**config.mk**
```make
export PLATFORM = sky130hd
export DESIGN_NAME = sobel_frame_sequencer
export DESIGN_NICKNAME = d
export VERILOG_FILES = /design/src/rtl/sobel_pkg.sv /design/src/rtl/sobel_valid_delay.sv /design/src/rtl/sobel_frame_sequencer.sv
export SDC_FILE = /design/constraint.sdc
export NUM_CORES = 1
export LEC_CHECK = 0
export CAP_MARGIN = 10
export CORE_UTILIZATION = 52
export CTS_BUF_LIST = sky130_fd_sc_hd__clkbuf_4
export CTS_CLUSTER_SIZE = 25
export DETAILED_ROUTE_END_ITERATION = 10
export GPL_TIMING_DRIVEN = 0
export PLACE_DENSITY = 0.8
export SETUP_SLACK_MARGIN = 0.02
export SYNTH_ARGS = -nofsm -noshare
export SYNTH_HDL_FRONTEND = slang
export SYNTH_SLANG_ARGS = --single-unit
```
**constraint.sdc**
```tcl
create_clock -name clk -period 3.3 [get_ports clk]
set_clock_uncertainty 0.05 [all_clocks]
set_input_delay 0.99 -clock clk [delete_from_list [all_inputs] [get_ports clk]]
set_output_delay 0.99 -clock clk [all_outputs]
set_load 0.02 [all_outputs]
```
**src/rtl/sobel_pkg.sv**
```systemverilog
// Shared definitions for the Sobel frame sequencer: FSM encoding and default pipe latency.
package sobel_pkg;

  typedef enum logic [1:0] {
    ST_IDLE  = 2'd0,
    ST_ISSUE = 2'd1,
    ST_DRAIN = 2'd2
  } seq_state_e;

  localparam int SOBEL_PIPE_LAT = 3;

endpackage

```
**src/rtl/sobel_valid_delay.sv**
```systemverilog
// Delay line that aligns result-valid and centre-row index with the Sobel array output.
module sobel_valid_delay #(
  parameter int ROW_AW = 10,
  parameter int DEPTH  = 3
) (
  input  logic              clk,
  input  logic              rst_n,
  input  logic              in_valid_i,
  input  logic [ROW_AW-1:0] in_row_i,
  output logic              out_valid_o,
  output logic [ROW_AW-1:0] out_row_o
);

  logic [DEPTH-1:0]  vld_q;
  logic [ROW_AW-1:0] row_q [DEPTH];

  always_ff @(posedge clk) begin
    if (!rst_n) begin
      vld_q <= '0;
      for (int i = 0; i < DEPTH; i++) row_q[i] <= '0;
    end else begin
      vld_q[0] <= in_valid_i;
      row_q[0] <= in_row_i;
      for (int i = 1; i < DEPTH; i++) begin
        vld_q[i] <= vld_q[i-1];
        row_q[i] <= row_q[i-1];
      end
    end
  end

  assign out_valid_o = vld_q[DEPTH-1];
  assign out_row_o   = row_q[DEPTH-1];

endmodule

```
**src/rtl/sobel_frame_sequencer.sv**
```systemverilog
// Walks a frame of N rows through the Sobel array: top pad, N memory reads, bottom pad,
// then waits for the last result row before pulsing done.
module sobel_frame_sequencer
  import sobel_pkg::*;
#(
  parameter int ROW_AW   = 10,
  parameter int PIPE_LAT = SOBEL_PIPE_LAT
) (
  input  logic              clk,
  input  logic              rst_n,
  input  logic              start,
  input  logic [ROW_AW-1:0] cfg_rows,
  output logic              busy,
  output logic              done,
  output logic              cfg_err,
  output logic              row_rd_en,
  output logic [ROW_AW-1:0] row_rd_addr,
  output logic              in_valid,
  output logic              in_zero,
  output logic              out_valid,
  output logic [ROW_AW-1:0] out_row,
  output seq_state_e        dbg_state_o
);

  localparam int CW = ROW_AW + 1;

  seq_state_e        state_q, state_d;
  logic [CW-1:0]     slot_q, slot_d;
  logic [ROW_AW-1:0] rows_q, rows_d;
  logic              cfg_err_q, cfg_err_d;
  logic              done_q, done_d;
  logic              in_valid_q, in_valid_d;
  logic              in_zero_q, in_zero_d;
  logic              ctr_valid_q, ctr_valid_d;
  logic [ROW_AW-1:0] ctr_row_q, ctr_row_d;

  logic [CW-1:0]     last_slot, slot_m1, slot_m2;
  logic              accept, last_out, is_read, dl_valid;
  logic [ROW_AW-1:0] dl_row;

  // Slot counter is one bit wider than a row index so slot N+1 never wraps.
  assign last_slot = {1'b0, rows_q} + CW'(1);
  assign slot_m1   = slot_q - CW'(1);
  assign slot_m2   = slot_q - CW'(2);
  assign accept    = (state_q == ST_IDLE) && start;
  assign is_read   = (state_q == ST_ISSUE) && (slot_q != '0) && (slot_q != last_slot);
  assign last_out  = (state_q == ST_DRAIN) && dl_valid && (dl_row == rows_q - ROW_AW'(1));

  always_ff @(posedge clk) begin
    if (!rst_n) state_q <= ST_IDLE;
    else        state_q <= state_d;
  end

  always_comb begin
    state_d = state_q;
    case (state_q)
      ST_IDLE:  if (accept && (cfg_rows != '0)) state_d = ST_ISSUE;
      ST_ISSUE: if (slot_q == last_slot)        state_d = ST_DRAIN;
      ST_DRAIN: if (last_out)                   state_d = ST_IDLE;
      default:                                  state_d = ST_IDLE;
    endcase
  end

  always_comb begin
    slot_d      = slot_q;
    rows_d      = rows_q;
    cfg_err_d   = accept && (cfg_rows == '0);
    done_d      = last_out;
    in_valid_d  = (state_q == ST_ISSUE);
    in_zero_d   = (state_q == ST_ISSUE) && ((slot_q == '0) || (slot_q == last_slot));
    ctr_valid_d = (state_q == ST_ISSUE) && (slot_q >= CW'(2));
    ctr_row_d   = ctr_valid_d ? slot_m2[ROW_AW-1:0] : '0;
    if (state_q == ST_IDLE) begin
      slot_d = '0;
      if (accept && (cfg_rows != '0)) rows_d = cfg_rows;
    end else if ((state_q == ST_ISSUE) && (slot_q != last_slot)) begin
      slot_d = slot_q + CW'(1);
    end
  end

  always_ff @(posedge clk) begin
    if (!rst_n) begin
      slot_q      <= '0;
      rows_q      <= '0;
      cfg_err_q   <= 1'b0;
      done_q      <= 1'b0;
      in_valid_q  <= 1'b0;
      in_zero_q   <= 1'b0;
      ctr_valid_q <= 1'b0;
      ctr_row_q   <= '0;
    end else begin
      slot_q      <= slot_d;
      rows_q      <= rows_d;
      cfg_err_q   <= cfg_err_d;
      done_q      <= done_d;
      in_valid_q  <= in_valid_d;
      in_zero_q   <= in_zero_d;
      ctr_valid_q <= ctr_valid_d;
      ctr_row_q   <= ctr_row_d;
    end
  end

  // ctr_* is aligned with in_valid, so PIPE_LAT further stages land on the array output.
  sobel_valid_delay #(
    .ROW_AW (ROW_AW),
    .DEPTH  (PIPE_LAT)
  ) u_valid_delay (
    .clk         (clk),
    .rst_n       (rst_n),
    .in_valid_i  (ctr_valid_q),
    .in_row_i    (ctr_row_q),
    .out_valid_o (dl_valid),
    .out_row_o   (dl_row)
  );

  always_comb begin
    busy        = (state_q != ST_IDLE);
    done        = done_q;
    cfg_err     = cfg_err_q;
    row_rd_en   = is_read;
    row_rd_addr = is_read ? slot_m1[ROW_AW-1:0] : '0;
    in_valid    = in_valid_q;
    in_zero     = in_zero_q;
    out_valid   = dl_valid;
    out_row     = dl_row;
    dbg_state_o = state_q;
  end

endmodule

```
### After elaboration in Yosys (flattened, before gate mapping)

Memory sizes are Yosys's and may differ from the RTL's.
Cells that the tools add are included.

* word-level logic and storage cells: 60
* output and inout bits: 29
* input port bits: 13
* bits in registers: 41
* RAM bits: 30
* memories: 1

Memory list
* u_valid_delay.row_q: depth 3, bits a word 10, rd ports 3, clocked after Yosys merged registers in 0, write ports 3, RTL line sobel_valid_delay.sv:15 `logic [ROW_AW-1:0] row_q [DEPTH];`

* $add $sub $neg: 5
* reduce and logical (&&, ||, !) cells: 21
* order comparisons: 1
* equal/unequal tests: 8
* bitwise logic cells: 4
* mux-type cells: 10

Operator list (number)
* 10-bit 2-to-1 mux: 4
* 10-bit by 1-bit subtractor with 10-bit output, second input constant: 2
* 10-bit by 1-bit adder with 11-bit output, second input constant: 1
* 11-bit by 1-bit adder with 11-bit output, second input constant: 1
* 11-bit equality test: 1
* 11-bit by 2-bit >= comparator with 1-bit output, second input constant: 1
* 11-bit logical NOT: 1
* 11-bit inequality test: 1
* 11-bit nonzero test: 1
* 10-bit equality test: 1
* 1-bit logical AND: 10
* 10-bit logical NOT: 1
* 10-bit nonzero test: 1
* 10-bit by 2-bit subtractor with 10-bit output, second input constant: 1
* 2-bit 2-to-1 mux: 3
* 2-bit one-hot mux with 3 select lines: 1
* 2-bit inequality test, second input constant: 2
* 2-bit AND reduction: 2
* 1-bit OR: 3
* 3-bit AND reduction: 1
* 2-bit by 1-bit equality test with 1-bit output, second input constant: 1
* 2-bit equality test, second input constant: 1
* 2-bit logical NOT: 1
* 1-bit 2-to-1 mux: 2
* other kinds (5): 5

### Logic depth before layout (Yosys ltp)

Gate-level depths: netlist of the first run.

* depth after elaboration: 5
* depth in mapped cells: 11
* mapped depth without buffers: 9

### By module

A second synthesis of the first run with hierarchy kept.

* cell total of the unflattened synthesis: 400
* area total of the unflattened synthesis: 3523.4 um^2

By module, submodules not included
* sobel_frame_sequencer: area an instance 2524.9 um^2, seq. area each 760.7 um^2, cells an instance 321, instances 1
* sobel_valid_delay: area an instance 998.5 um^2, seq. area each 660.6 um^2, cells an instance 79, instances 1

### Least setup slack after synthesis of the first run

No wires, ideal clock.

* path type: register to output
* start point: register rows_q[1]
* end point: output port row_rd_addr[2]
* data arrival time: 2.424 ns
* cell stages (with the launch flop): 10
* buffers on the path: 1
* setup slack: -0.164 ns
* data required time: 2.260 ns
* path through: dfxtp_1 -> ha_1 -> nand3_1 -> or3_1 -> a31o_1 -> o21ai_2 -> nor3_4 -> a311o_1 -> buf_4 -> nor2_1

* word-level cells in the longest chain between the ends: 4

RTL lines
* start: declaration: RTL line sobel_frame_sequencer.sv:29 `logic [ROW_AW-1:0] rows_q, rows_d;`
* start signal: assignment: RTL line sobel_frame_sequencer.sv:93 `rows_q <= rows_d;`
* 10-bit by 1-bit adder with 11-bit output: RTL line sobel_frame_sequencer.sv:42 `assign last_slot = {1'b0, rows_q} + CW'(1);`
* 11-bit inequality test: RTL line sobel_frame_sequencer.sv:46 `assign is_read = (state_q == ST_ISSUE) && (slot_q != '0) && (slot_q != last_slot);`
* 1-bit logical AND: RTL line sobel_frame_sequencer.sv:46
* 10-bit 2-to-1 mux: RTL line sobel_frame_sequencer.sv:121 `row_rd_addr = is_read ? slot_m1[ROW_AW-1:0] : '0;`
* end: declaration: RTL line sobel_frame_sequencer.sv:17 `output logic [ROW_AW-1:0] row_rd_addr,`

Every way passes these cells.

### Worst setup path in the final report of the first run

* start point: register rows_q[1]
* end point: output port row_rd_addr[3]

The elaborated chain is that of the path after synthesis.

==> impl_metrics.ini, run 1 <==
[die]
fp.dieH_microns = 84.1
core_area_sq_mm = 0.00642
io_pins = 42
num_rows = 29
dieArea_sq_mm = 0.00707
die_w_microns = 84.1
start_util_pct = 54.5

[final_layout]
syn2layout_area_growth_pct = 28.9
final_cells = 547
layout_commonest_cell = dfxtp_1
num-nets-final = 487
final_cell_mix = dfxtp_1 (66), nor2_1 (40), and2_1 (33)
drive_above_1_share_pct = 22.1
antenna-diode-count = 0
finalInstanceArea_sq_mm = 0.00452

[critical_path]
cpPeakStageDelay_ns = 0.47
start_kind = register
path_class = reg -> out
crit_buf_inv = 5
end_kind = output port
worst-path-max-fanout = 6
crit_top_cell = buf_6
required_ns = 2.26
worst_path_max_delay_cell = or4_1
worstPathCellList = buf_6 -> buf_6 -> nand3_4 -> or4_1 -> o211ai_1 -> a21oi_4 -> nor3_4 -> a311o_1 -> buf_6 -> buf_12 -> nor2_4 -> buf_6
crit_family = simple AND/OR/NAND/NOR gates
cp_data_arrival_time_ns = 2.73

[global_route]
grt_remaining_overflow = 0
grt-busiest-layer = met2
use_met2_pct = 44.4
antenna_found_initial = 0
grt_pass1_wl_mm = 14.2
globalRouteTotalUtil_pct = 26.1
grt_pass1_vias = 2893
grt_max_degree = 16
grt_util_met3_pct = 4.25
grtUsageMet1_pct = 32.0

[sta]
hold_viol = 0
post-route-period-util_pct = 114
final_max_slew_viol_count = 0
grt_setup_unrepaired = yes
setup_ws_ns = -0.470
slew_headroom_pct = 49.7
fin_setup_tns_ns = -4.70
max_freq_ghz = 0.265
min_period_ns = 3.77
finalSetupViolCount = 11
worst_pin_slew_ns = 0.754
whs_ns = 0.383

[placed_design]
place_area_sq_mm = 0.00408
dp.cells = 518
gp_congestion = 0.902
io_buffers = 41
dp_hpwl_mm = 5.75

[routing]
totalWireLength_mm = 8.62
viasPerCell = 5.61
drt-pass1-iter-count = 8
drc = 8
wl_per_cell_microns = 15.8
ant_nets = 0
drt_iter0_drc = 244
vias = 3070

[yosys]
ys_seq_area_share_pct = 40.6
yosys-top-cells-area = dfxtp_1 (41%), xnor2_1 (6.0%), and2_1 (5.9%), nor2_1 (5.4%), ha_1 (3.2%)
netlist_area_sq_mm = 0.00350
synth_area_leader_cell = dfxtp_1
synth_edf_count = 0
synth_cell_type_count = 56
yosys_warnings = 0
avgSynthCellArea_sq_um = 8.76
ys_seq_elements = 71
synthFlopType = dfxtp_1
synthArstFlopShare_pct = 0
synthesis.nets = 422
yosysTopAreaCellShare_pct = 40.6
netlist_instances = 400

[power]
irDropWorstVdd_mv = 0.193
p_leak_uw = 0.00186
pwr_density_cell_mw_per_mm2 = 369

[run]
cap_violations = 0

[clock_tree]
clock_latency_ns = 0.43
tritoncts = built
cts-root-buf = clkbuf_4
hold_buffers = 0
clockBufferDepth = 2
clkTransAtPathRegs_ns = 0.14
cts-buffers-inserted = 9
h-tree-depth = 3
numClockSinks = 71

[run_status]
status = finished with violations
violations = DRC, setup timing

[hold_path]
hold_path.class = reg -> reg
==> cells in the mapped netlist, drive strengths merged, types with 2 or more instances <==
| cell type | number |
|---|---|
| a211oi | 2 |
| a21oi | 13 |
| a31oi | 2 |
| and2 | 33 |
| and3 | 4 |
| buf | 20 |
| clkbuf | 16 |
| dfxtp | 71 |
| ha | 9 |
| inv | 14 |
| mux2i | 11 |
| nand2 | 28 |
| nand2b | 4 |
| nand3 | 11 |
| nand4 | 7 |
| nor2 | 52 |
| nor2b | 5 |
| nor3 | 9 |
| nor4 | 5 |
| o211ai | 6 |
| o21ai | 6 |
| o22ai | 3 |
| o31ai | 4 |
| or3 | 4 |
| or4 | 8 |
| xnor2 | 24 |
| xor2 | 12 |
==> worst paths after layout <==
path	start	to	slack, ns	cells past startpoint
worst max-delay path	rows_q[1]	row_rd_addr[3]	-0.47	12
worst min-delay path	u_valid_delay.vld_q[1]	u_valid_delay.vld_q[2]	0.38	1
worst max register to register	rows_q[3]	dbg_state_o[1]	0.71	8
worst min register to register	u_valid_delay.vld_q[1]	u_valid_delay.vld_q[2]	0.38	1
==> state kept, by name, indices dropped and copies added, names as in the netlist <==
register             count
ctr_valid_q              1
u_valid_delay.vld_q      3
cfg_err                  1
in_valid                 1
dbg_state_o              2
u_valid_delay.row_q     30
in_zero                  1
ctr_row_q               10
rows_q                  10
slot_q                  11
done                     1
==> stage by stage <==
stage | util [%] | total power, uW | setup slack, ns
after floorplan | - | 1050 | 0.0408
final | 70.3 | 1670 | -0.470
after CTS | 69.4 | 1660 | -0.480
after global routing | 70.3 | 1740 | -0.582
after global placement | 63.6 | 1110 | -0.790
after detailed placement | 63.6 | 1110 | -0.892
==> metal layers <==
metal  wire length (microns)  vias to the layer above
met5                       0                        -
met4                     230                        0
met3                     563                       21
met2                    4200                      132
met1                    3620                     1444
li1                        -                     1473
==> layout make-up <==
cell class	count	area [sq um]
Tap cell	77	96.3
Timing Repair Buffer	57	579
Inverter	14	55.1
Multi-Input combinational cell	279	1990
Clock buffer	9	67.6
Buffer	33	226
Fill cell	468	1910
Sequential cell	71	1440
Clock inverter	7	61.3
==> what timing repair did <==
action,4_1_cts,5_1_grt
gates cloned,1,0
setup endpoints to repair,11,11
pin swaps,8,12
resized for setup,96,18
buffers inserted,11,5
==> logic make-up (layout without fill, tap and decap cells) <==
family | count (synthesis) | count (layout) | synth area share, %
multiplexers | 11 | 11 | 3.14
flip-flops | 71 | 71 | 40.6
buffers and inverters | 50 | 120 | 7.11
XOR/XNOR | 36 | 36 | 9.00
AND/OR/NAND/NOR | 176 | 176 | 27.3
adder cells (fa/ha/maj) | 9 | 9 | 3.22
AO/OA/AOI/OAI | 47 | 47 | 9.61
==> power breakdown <==
part	switching (uW)	internal [uW]	leakage, uW
sequential	14.2	869	0.000577
clock	356	170	0.0000659
combinational	139	118	0.00122
total	509	1160	0.00186
Note: power is estimated with default switching activity, not from simulation.
==> run 2, diff against run 1 <==
--- a/config.mk
+++ b/config.mk
@@ -12,6 +12,7 @@
 export DETAILED_ROUTE_END_ITERATION = 10
 export GPL_TIMING_DRIVEN = 0
 export PLACE_DENSITY = 0.8
+export REMOVE_ABC_BUFFERS = 1
 export SETUP_SLACK_MARGIN = 0.02
 export SYNTH_ARGS = -nofsm -noshare
 export SYNTH_HDL_FRONTEND = slang
==> run 2 against run 1 <==
The flow still finishes with violations (DRC, setup timing). Die area unchanged. Via count fell by 5.0%. Worst setup slack better by 0.11 ns. Non-clock buffer count is 24 lower.
==> impl_metrics.ini, run 2 (same netlist as run 1, synthesis figures left out) <==
[run_status]
status = finished with violations
violations = DRC, setup timing

[critical_path]
cpPeakStageDelay_ns = 0.41
required_ns = 2.26
path_class = reg -> out
r2r_cells = 8
rrSetupSlack_ns = 0.71
cp_data_arrival_time_ns = 2.62
worst-path-max-fanout = 5
start_kind = register
crit_top_cell = buf_4
r2r_end = dbg_state_o[1]
end_kind = output port
worst_path_max_delay_cell = dfxtp_4
worstPathCellList = buf_6 -> buf_4 -> and3_1 -> nand3_1 -> o32ai_1 -> nor2_2 -> nor3_4 -> a311o_1 -> nor2_1 -> buf_4
r2r-start = rows_q[0]

[routing]
drt_iter0_drc = 164
vias = 2915
wl_per_cell_microns = 15.9
viasPerCell = 5.56
drc = 12
ant_nets = 0
drt-pass1-iter-count = 8
totalWireLength_mm = 8.35

[placed_design]
dp_slack_ns = -1.37
gp_congestion = 0.910
dp_hpwl_mm = 5.08
io_buffers = 41

[hold_path]
holdPathEnd = u_valid_delay.row_q[0][27]
worstHoldStart = u_valid_delay.row_q[0][17]
holdPathStages = 1
hold_path.class = reg -> reg

[sta]
finalSetupViolCount = 11
final_max_slew_viol_count = 0
grt_setup_unrepaired = yes
setup_ws_ns = -0.359
min_period_ns = 3.66
fin_setup_tns_ns = -3.62
hold_viol = 0
max_freq_ghz = 0.273
slew_headroom_pct = 29.5
post-route-period-util_pct = 111
worst_pin_slew_ns = 1.06

[final_layout]
num-fill-cells = 499
largest_reg_flops = 30
seqCellArea_sq_mm = 0.00146
antenna-diode-count = 0
regMostFlops = u_valid_delay.row_q
multi_input_area_sq_mm = 0.00193
layout_commonest_cell = dfxtp_1
largest_registers = u_valid_delay.row_q: 30 flops, slot_q: 11 flops
final_cell_mix = dfxtp_1 (59), nor2_1 (45), and2_1 (33)
drive_above_1_share_pct = 19.9
num-nets-final = 464
syn2layout_area_growth_pct = 23.1

[die]
dieArea_sq_mm = 0.00707
core_area_sq_mm = 0.00642
die_w_microns = 84.1
fp.dieH_microns = 84.1
io_pins = 42
num_rows = 29
start_util_pct = 54.5

[clock_tree]
cts-root-buf = clkbuf_4
hold_buffers = 0
numClockSinks = 71
clkTransAtPathRegs_ns = 0.12
clockBufferDepth = 2
clock_latency_ns = 0.42
cts-buffers-inserted = 9
tritoncts = built
h-tree-depth = 3

[global_route]
antenna_found_initial = 0
grt_pass1_wl_mm = 12.9
grt_max_degree = 40
grt_remaining_overflow = 0
globalRouteTotalUtil_pct = 23.5
grt_pass1_vias = 2672

[power]
pwr_density_cell_mw_per_mm2 = 406
p_leak_uw = 0.00179
irDropWorstVdd_mv = 0.303

[run]
cap_violations = 0
==> run 2: worst max-delay path, delay by kind of cell, from the launching register on <==
family                 cells  cell delay (ns)
AO/OA/AOI/OAI              2             0.64
buffers and inverters      3             0.40
flip-flops                 1             0.41
AND/OR/NAND/NOR            5             0.75
==> run 2: timing repair <==
action / CTS / global route
pin swaps: 16 / 10
setup buffers: 9 / 16
gates cloned: 1 / 0
hold endpoints to repair: 0 / 0
endpoints found under the setup margin: 12 / 11
resized for setup: 90 / 15
==> run 2: layer usage <==
metal	vias to the layer above	routed length (microns)	global-route usage, %
li1	1428	-	-
met1	1361	3650	30.1
met2	111	3980	37.2
met3	15	545	5.44
met4	0	170	11.9
met5	-	0	0
==> run 2: where the power goes <==
| part | internal, uW | total (uW) | leakage, uW | switching (uW) |
|---|---|---|---|---|
| clock | 310 | 623 | 0.0000867 | 314 |
| combinational | 112 | 238 | 0.00112 | 126 |
| sequential | 867 | 889 | 0.000582 | 22.0 |
==> run 2: worst max-delay path by stage <==
stage / startpoint / slack (ns) / cells after the start / endpoint
2_1_floorplan: rows_q[0] / -0.35 / 8 / row_rd_addr[2]
3_3_place_gp: rows_q[0] / -1.22 / 9 / row_rd_addr[4]
3_5_place_dp: rows_q[0] / -1.37 / 9 / row_rd_addr[6]
4_1_cts: rows_q[1] / -0.31 / 9 / row_rd_addr[1]
5_1_grt: rows_q[1] / -0.50 / 10 / row_rd_addr[3]
6_report: rows_q[1] / -0.36 / 10 / row_rd_addr[0]
==> run 2: stage by stage <==
stage	util, %	hold WS [ns]	total power (uW)	instances	cell area (sq um)
final	67.1	0.386	1750	524	4310
after global routing	67.1	0.411	1830	524	4310
after CTS	64.4	0.389	1730	508	4140
after detailed placement	59.4	0.368	1100	482	3810
after global placement	59.4	0.363	1090	482	3810
after floorplan	-	0.362	1030	364	3310
==> run 2: final cells by class <==
class	instances	share of cell area, %
clock inverter	7	2.21
clock buffer	9	1.57
inverter	14	1.22
sequential	71	33.8
timing repair buffer	66	14.3
multi-input combinational	280	44.7
tap	77	2.23
